File: src/rtl/mem_access_stage.sv
// MEM stage: passes ALU results through and runs loads/stores on the data bus.
// Each access walks IDLE -> REQ -> DONE; a missing ack aborts it after TIMEOUT cycles.
module mem_access_stage #(
   parameter int unsigned TIMEOUT = 15
) (
   input  logic        clk,
   input  logic        rst_n,
   input  logic        valid_in,
   input  logic [15:0] inst,
   input  logic [15:0] alu_res,
   input  logic [15:0] store_data,
   input  logic        mem_rd,
   input  logic        mem_wr,
   input  logic        wr_en,
   input  logic [2:0]  write_addr,
   output logic        dmem_req,
   output logic        dmem_we,
   output logic [15:0] dmem_addr,
   output logic [15:0] dmem_wdata,
   input  logic [15:0] dmem_rdata,
   input  logic        dmem_ack,
   output logic [15:0] inst_out,
   output logic [15:0] res_out,
   output logic        wr_en_out,
   output logic [2:0]  write_addr_out,
   output logic        stall,
   output logic        bus_err
);

   typedef enum logic [1:0] {IDLE, REQ, DONE} state_t;

   localparam logic [7:0] LAST = 8'(TIMEOUT - 1);

   state_t      state;
   state_t      state_nx;
   logic [7:0]  cnt;
   logic [15:0] l_inst;
   logic [15:0] l_addr;
   logic [15:0] l_wdata;
   logic [15:0] l_rdata;
   logic        l_we;
   logic        l_wr_en;
   logic [2:0]  l_waddr;
   logic        aborted;
   logic        mem_op;

   assign mem_op = valid_in & (mem_rd | mem_wr);

   always_ff @(posedge clk) begin
      if (!rst_n) begin
         state   <= IDLE;
         cnt     <= '0;
         l_inst  <= '0;
         l_addr  <= '0;
         l_wdata <= '0;
         l_rdata <= '0;
         l_we    <= 1'b0;
         l_wr_en <= 1'b0;
         l_waddr <= '0;
         aborted <= 1'b0;
      end else begin
         state <= state_nx;
         unique case (state)
            IDLE: begin
               cnt     <= '0;
               aborted <= 1'b0;
               if (mem_op) begin
                  l_inst  <= inst;
                  l_addr  <= alu_res;
                  l_wdata <= store_data;
                  // a combined rd+wr request is a store
                  l_we    <= mem_wr;
                  l_wr_en <= wr_en;
                  l_waddr <= write_addr;
               end
            end
            REQ: begin
               if (dmem_ack) begin
                  l_rdata <= dmem_rdata;
                  cnt     <= '0;
               end else if (cnt == LAST) begin
                  aborted <= 1'b1;
                  cnt     <= '0;
               end else begin
                  cnt <= cnt + 8'd1;
               end
            end
            default: ;
         endcase
      end
   end

   always_comb begin
      state_nx = state;
      unique case (state)
         IDLE:    if (mem_op) state_nx = REQ;
         REQ:     if (dmem_ack || cnt == LAST) state_nx = DONE;
         DONE:    state_nx = IDLE;
         default: state_nx = IDLE;
      endcase
   end

   always_comb begin
      dmem_req       = 1'b0;
      dmem_we        = 1'b0;
      dmem_addr      = '0;
      dmem_wdata     = '0;
      inst_out       = '0;
      res_out        = '0;
      wr_en_out      = 1'b0;
      write_addr_out = '0;
      stall          = 1'b0;
      bus_err        = 1'b0;
      unique case (state)
         IDLE: begin
            stall = mem_op;
            if (valid_in && !(mem_rd || mem_wr)) begin
               inst_out       = inst;
               res_out        = alu_res;
               wr_en_out      = wr_en;
               write_addr_out = write_addr;
            end
         end
         REQ: begin
            dmem_req   = 1'b1;
            dmem_we    = l_we;
            dmem_addr  = l_addr;
            dmem_wdata = l_wdata;
            stall      = 1'b1;
         end
         DONE: begin
            inst_out       = l_inst;
            write_addr_out = l_waddr;
            if (aborted) begin
               bus_err = 1'b1;
            end else if (l_we) begin
               res_out = l_addr;
            end else begin
               res_out   = l_rdata;
               wr_en_out = l_wr_en;
            end
         end
         default: ;
      endcase
   end

endmodule

File: config.mk
export PLATFORM = sky130hd
export DESIGN_NAME = mem_access_stage
export DESIGN_NICKNAME = d
export VERILOG_FILES = /design/src/rtl/mem_access_stage.sv
export SDC_FILE = /design/constraint.sdc
export NUM_CORES = 1
export LEC_CHECK = 0
export ABC_AREA = 1
export CAP_MARGIN = 20
export CORE_UTILIZATION = 35
export DETAILED_ROUTE_END_ITERATION = 10
export PLACE_DENSITY = 0.65
export REMOVE_ABC_BUFFERS = 1
export SLEW_MARGIN = 10
export SYNTH_ARGS = -nofsm -noshare
export SYNTH_HDL_FRONTEND = slang
export SYNTH_SLANG_ARGS = --single-unit
File: constraint.sdc
create_clock -name clk -period 1.3 [get_ports clk]
set_clock_uncertainty 0.1 [all_clocks]
set_input_delay 0.195 -clock clk [delete_from_list [all_inputs] [get_ports clk]]
set_output_delay 0.195 -clock clk [all_outputs]
set_load 0.005 [all_outputs]
==> results of run 1 <==
[per-stage QoR]
stage	hold WS, ps	utilization
finish	334.3	0.7341
detailed placement	343.5	0.5662
floorplan	219.1	-
CTS	320.8	0.6775
global route	348.7	0.7341
global placement	338.8	0.5662
[final cells by class]
type	count	area (sq um)	area share
tap	136	170.2	0.02225
clock buffer	12	155.1	0.02029
multi-input combinational	302	2595	0.3394
inverter	118	450.4	0.05891
timing repair buffer	252	2616	0.3422
sequential	80	1607	0.2101
clock inverter	4	52.55	0.006873
[Yosys cell counts]
master	count	area, sq um
a211oi_2	1	12.51
nand3b_4	1	20.02
o32ai_1	1	8.760
nand2_1	21	78.83
buf_6	4	45.04
dfxtp_1	80	1602
nor3_1	2	10.01
nand3_4	1	17.52
o21ai_1	3	15.01
a211oi_1	35	262.8
o21ai_0	30	150.1
buf_2	17	85.08
clkbuf_1	13	48.80
buf_4	1	7.510
a21oi_1	53	265.3
inv_2	2	7.510
nor2_4	1	11.26
o21a_1	1	7.510
nand3_1	3	15.01
inv_1	116	435.4
xor2_1	4	35.03
or2_2	1	6.260
ha_1	2	25.02
nand4_1	2	12.51
nor2_1	102	382.9
o22ai_1	35	219.0
nand2_2	3	18.77
[cell families after synthesis]
family / count (synthesis) / synth area share
buffers and inverters: 153 / 0.1654
adder cells (fa/ha/maj): 2 / 0.006576
XOR/XNOR: 4 / 0.009207
AO/OA/AOI/OAI: 159 / 0.2473
AND/OR/NAND/NOR: 137 / 0.1506
flip-flops: 80 / 0.4209
[worst min-delay path, delay by kind of cell]
family | cells | cell delay [ps]
AOI/OAI and AO/OA | 2 | 160
buffers and inverters | 1 | 390
[per-layer routing]
metal | routed length, um | share of wire | global-route usage
met2 | 8298 | 0.52 | 0.4383
met4 | 376 | 0.023 | 0.1121
met1 | 6256 | 0.39 | 0.2887
met5 | 0 | 0 | 0
met3 | 1107 | 0.069 | 0.06070
[registers in the layout, summed over array words and instances, names as in the netlist]
signal   flops
aborted      1
cnt          8
l_addr      16
l_inst      16
l_rdata     16
l_waddr      3
l_wdata     16
l_we         1
l_wr_en      1
state        2
[power breakdown]
part           switching (mW)  total (mW)  leakage [nW]  internal (mW)
Combinational            1.12        2.31          2.45           1.19
Sequential             0.0707        2.71         0.659           2.64
Clock                   0.975        1.97        0.0948          0.993
[what timing repair did]
item                       CTS  global route
setup endpoints to repair  152           152
pin swaps                   18             6
hold endpoints to repair     0             0
buffers inserted            14             0
gates cloned                14             9
gates resized for setup    448           148
[path summary, 6_finish.rpt]
kind,startpoint,endpoint,depth (start not counted)
setup / recovery,state[1]$_SDFFE_PN0P_,inst_out[6],6
hold / removal,dmem_rdata[4],l_rdata[4]$_SDFFE_PN0P_,3
setup reg to reg,state[1]$_SDFFE_PN0P_,l_wdata[5]$_SDFFE_PN0P_,9
hold reg to reg,l_wdata[11]$_SDFFE_PN0P_,l_wdata[11]$_SDFFE_PN0P_,2
==> results by group, run 1 <==
Status
  – Status: complete, but fails checks
  – Failing checks: setup timing

STA
  – Setup TNS: -65730 ps
  – Unrepaired setup endpoints after global routing: true
  – Worst setup margin: -678.8 ps
  – Fraction of the cycle the final worst path needs: 1.522
  – Worst slew pin tran: 300.9 ps
  – Fin. max-slew vios: 0
  – Setup violators final: 152
  – Max Fclk: 505.4 MHz
  – Slew headroom: 0.7994
  – Final Critical Period: 1979 ps
  – Final Hold Fails: 0

Global routing
  – Vias in the first global route: 4366
  – Initial antenna violation count: 0
  – Gr usage total: 0.2510
  – Overflow after GRT: 0
  – Global-route wire length before repair: 21820 um
  – Largest net degree at the start of global routing: 35

Logic synthesis
  – Flops & latches, synth: 80
  – Register area share after synthesis: 0.4209
  – Cells after synthesis: 535
  – Synth cell types: 27
  – YS warnings: 0
  – Syn_area_per_cell: 7.112 sq um
  – Post-Syn Area: 0.003805 sq mm

Floorplan
  – Die Span Y: 106.3 um
  – Die area: 0.01129 sq mm
  – Core Region: 0.01042 sq mm
  – Die X: 106.3 um
  – Rows: 37
  – Initial Util: 0.3653
  – I/O pins: 146

Routing
  – Vias after detailed routing: 4536
  – DRT Wirelength: 16040 um
  – Wire per inst: 17.74 um
  – Starting DRT DRC Count: 197
  – Drc violations: 0
  – Antenna-violating nets left: 0
  – DR vias/cell: 5.018
  – Pre-antenna DRT Iters: 4

Final layout
  – Finished Cell Area: 0.007646 sq mm
  – Fill count: 709
  – Area grow syn2layout: 101.0%
  – Layout cell share with drive strength beyond 1: 0.4857
  – Most frequent cells in the layout: 115 x inv_1, 78 x dfxtp_1, 73 x clkdlybuf4s50_1
  – Post-Layout Cell Count: 904
  – Final nets: 839
  – Most common cell after layout, fill and taps aside: inv_1
  – Diodes inserted: 0

Critical path
  – CP cell instances: buf_6 -> nor2_4 -> nand3b_4 -> clkbuf_16 -> o22ai_1 -> buf_2
  – WS Path Type: flop to output pin
  – Data required, critical path: 1000 ps
  – Max FO, Critical Path: 7
  – Buf+Inv Stages, Crit Path: 3
  – Delay of the slowest critical-path stage: 370 ps
  – CP arrival: 1680 ps
  – Crit. End Element: output pin
  – CP Launch Type: flop
  – Top cell family by delay on the critical path: buffers and inverters
  – Crit path max-delay cell type: dfxtp_4
  – R2R Setup Slk: -420 ps

CTS
  – TritonCTS buffer count: 9
  – H-tree levels: 3
  – Max Root-Sink Buffers: 2
  – CTS tree: yes
  – Hold buffers post-CTS: 0
  – Clock insertion delay at the later pin of the skew report: 360 ps
  – Clk root buf: clkbuf_8
  – Clk slew on worst S/H paths: 80 ps
  – Clock sinks: 80

Placement
  – Buffers on Ports: 145
  – Dpl ws: -974.4 ps
  – Placed insts: 852
  – Cell Area, Placed: 0.005898 sq mm
  – DP HPWL: 8029 um
  – Placer Congestion: 0.7705

Power
  – PD cells: 913.6 mW/mm^2
  – Pwr Total: 6.985 mW
  – Worst VDD drop: 0.0005170 V
  – P_leak: 3.205 nW

Hold path
  – Hold Path Class: primary input to flop

Flow run
  – MaxCap Viol Count: 0
Power figures use the tool's default switching activity.
==> run 2: changes to the inputs <==
CTS_CLUSTER_DIAMETER = 200   (was unset)
PLACE_DENSITY = 0.66   (was 0.65)
==> results by group, run 2 (same netlist as run 1, synthesis figures left out) <==
Status
  – Status: complete, but fails checks (unchanged)
  – Failing checks: setup timing (unchanged)

Floorplan
  – Initial Util: 0.3653 (unchanged)
  – Die area: 0.01129 sq mm (unchanged)
  – Die Span Y: 106.3 um (unchanged)
  – Core Region: 0.01042 sq mm (unchanged)
  – Die X: 106.3 um (unchanged)
  – Rows: 37 (unchanged)
  – I/O pins: 146 (unchanged)

STA
  – Final Critical Period: 1914 ps (was 1979 ps)
  – Worst slew pin tran: 322.2 ps (was 300.9 ps)
  – Worst setup margin: -613.8 ps (was -678.8 ps)
  – Final Hold Fails: 0 (unchanged)
  – Max Fclk: 522.5 MHz (was 505.4 MHz)
  – Fin. max-slew vios: 0 (unchanged)
  – Setup TNS: -66680 ps (was -65730 ps)
  – Fraction of the cycle the final worst path needs: 1.472 (was 1.522)
  – Unrepaired setup endpoints after global routing: true (unchanged)
  – Setup violators final: 152 (unchanged)
  – Slew headroom: 0.7852 (was 0.7994)

Placement
  – Cell Area, Placed: 0.005761 sq mm (was 0.005898 sq mm)
  – Buffers on Ports: 145 (unchanged)
  – Placed insts: 837 (was 852)
  – Placer Congestion: 0.8002 (was 0.7705)
  – DP HPWL: 8125 um (was 8029 um)

Routing
  – Pre-antenna DRT Iters: 5 (was 4)
  – Starting DRT DRC Count: 241 (was 197)
  – Vias after detailed routing: 4283 (was 4536)
  – Wire per inst: 15.91 um (was 17.74 um)
  – DR vias/cell: 4.867 (was 5.018)
  – Drc violations: 0 (unchanged)
  – Antenna-violating nets left: 0 (unchanged)
  – DRT Wirelength: 14000 um (was 16040 um)

Hold path
  – Min-delay src: dmem_rdata[3] (was dmem_rdata[4])
  – WHS Endpoint: l_rdata[3]$_SDFFE_PN0P_ (was l_rdata[4]$_SDFFE_PN0P_)
  – Hold depth: 3 (unchanged)
  – Hold Path Class: primary input to flop (unchanged)

Critical path
  – CP cell instances: buf_6 -> nor2_4 -> nand3b_4 -> buf_12 -> o22ai_1 -> clkdlybuf4s15_2 (was buf_6 -> nor2_4 -> nand3b_4 -> clkbuf_16 -> o22ai_1 -> buf_2)
  – WS Path Type: flop to output pin (unchanged)
  – Top cell family by delay on the critical path: buffers and inverters (unchanged)
  – Buf+Inv Stages, Crit Path: 3 (unchanged)
  – Data required, critical path: 1000 ps (about the same)
  – R2R cell count: 10 (was 9)
  – CP Launch Type: flop (unchanged)
  – Crit. End Element: output pin (unchanged)
  – R2R Setup Slk: -530 ps (was -420 ps)
  – Crit path max-delay cell type: dfxtp_2 (was dfxtp_4)
  – RR Endpoint: l_inst[12]$_SDFFE_PN0P_ (was l_wdata[5]$_SDFFE_PN0P_)
  – R2R Path Start: state[1]$_SDFFE_PN0P_ (unchanged)
  – Max FO, Critical Path: 9 (was 7)
  – CP arrival: 1620 ps (was 1680 ps)
  – Delay of the slowest critical-path stage: 340 ps (was 370 ps)

Final layout
  – Most common cell after layout, fill and taps aside: inv_1 (unchanged)
  – Layout cell share with drive strength beyond 1: 0.4167 (was 0.4857)
  – Post-Layout Cell Count: 880 (was 904)
  – Diodes inserted: 0 (unchanged)
  – Area grow syn2layout: 86.16% (was 101.0%)
  – Final nets: 815 (was 839)
  – Finished Cell Area: 0.007083 sq mm (was 0.007646 sq mm)
  – Most frequent cells in the layout: 116 x inv_1, 78 x dfxtp_1, 73 x clkdlybuf4s50_1 (was 115 x inv_1, 78 x dfxtp_1, 73 x clkdlybuf4s50_1)

Global routing
  – Vias in the first global route: 4225 (was 4366)
  – Initial antenna violation count: 0 (unchanged)
  – Global-route wire length before repair: 20200 um (was 21820 um)
  – Gr usage total: 0.2269 (was 0.2510)
  – Largest net degree at the start of global routing: 24 (was 35)
  – Overflow after GRT: 0 (unchanged)

Power
  – P_leak: 2.923 nW (was 3.205 nW)
  – Sequential Power Share: 0.386 (was 0.387)
  – Switching power share of the total: 0.2760 (was 0.3106)
  – Worst VDD drop: 0.0006085 V (was 0.0005170 V)
  – PD cells: 987.8 mW/mm^2 (was 913.6 mW/mm^2)
  – P_sw: 1.931 mW (was 2.169 mW)
  – Combinational power share: 0.268 (was 0.331)
  – Internal power: 5.065 mW (was 4.816 mW)
  – Clock share of power: 0.346 (was 0.282)

CTS
  – Max Root-Sink Buffers: 2 (unchanged)
  – Clk root buf: clkbuf_8 (unchanged)
  – Clk slew on worst S/H paths: 80 ps (about the same)
  – TritonCTS buffer count: 9 (unchanged)
  – CTS tree: yes (unchanged)
  – Clock sinks: 80 (unchanged)
  – H-tree levels: 3 (unchanged)
  – Hold buffers post-CTS: 0 (unchanged)
  – Clock insertion delay at the later pin of the skew report: 350 ps (was 360 ps)

Flow run
  – MaxCap Viol Count: 0 (unchanged)
## run 2: cell types whose count changed in the layout (fill, tap and decap cells not counted), sizes merged
cell / delta
buf: -57
bufinv: +3
clkbuf: -1
clkdlybuf4s15: +33
clkinv: +1
clkinvlp: -3
## run 2: layout make-up
type | instances | area (sq um)
Clock buffer | 11 | 131.4
Clock inverter | 5 | 128.9
Inverter | 118 | 445.4
Fill cell | 828 | 3333
Timing Repair Buffer | 228 | 2322
Multi-Input combinational cell | 302 | 2281
Tap cell | 136 | 170.2
Sequential cell | 80 | 1604
## run 2: worst register-to-register path: stages, from the launching register on
cell	delay [ps]
dfxtp_2	340
buf_6	120
nor2_4	140
buf_4	130
buf_6	80
buf_6	80
nand3_4	100
buf_4	160
buf_8	140
buf_12	150
a211oi_2	190
## run 2: per-layer routing
| metal | up-vias | track usage | wire length (um) |
|---|---|---|---|
| met4 | 0 | 0.08532 | 250 |
| met2 | 164 | 0.3915 | 7199 |
| li1 | 2120 | - | - |
| met5 | - | 0 | 0 |
| met1 | 1982 | 0.2682 | 5544 |
| met3 | 17 | 0.05947 | 1003 |
## run 2: worst max path at each step
stage	startpoint	to	slack [ps]	cells after the start
after floorplan	state[1]$_SDFFE_PN0P_	l_wdata[0]$_SDFFE_PN0P_	-510	4
final	state[1]$_SDFFE_PN0P_	inst_out[8]	-610	6
after detailed placement	mem_wr	inst_out[6]	-1070	6
after global routing	state[1]$_SDFFE_PN0P_	inst_out[8]	-690	7
after CTS	state[0]$_SDFFE_PN0P_	inst_out[7]	-680	8
after global placement	mem_wr	inst_out[0]	-1010	6
## run 2: power groups by stage
stage / Clock, mW / Sequential, mW / Combinational [mW]
floorplan: 0 / 2.76 / 0.509
global placement: 0 / 2.75 / 1.25
detailed placement: 0 / 2.75 / 1.27
CTS: 2.45 / 2.70 / 1.50
global route: 2.54 / 2.72 / 2.00
finish: 2.42 / 2.70 / 1.87
## run 2: timing repair
item	CTS	global route
gates cloned	5	8
setup buffers	14	7
pin swaps	8	6
gates resized for setup	357	123
setup endpoints to repair	152	152
## run 2: per-stage QoR
step                power, mW  setup WS [ps]    util  hold WS, ps
global route            7.255         -691.8  0.6800        352.0
finish                  6.996         -613.8  0.6800        341.0
floorplan               3.268         -512.5       -        219.1
detailed placement      4.021          -1067  0.5530        345.6
CTS                     6.645         -676.6  0.6196        330.1
global placement        3.998          -1010  0.5530        338.0
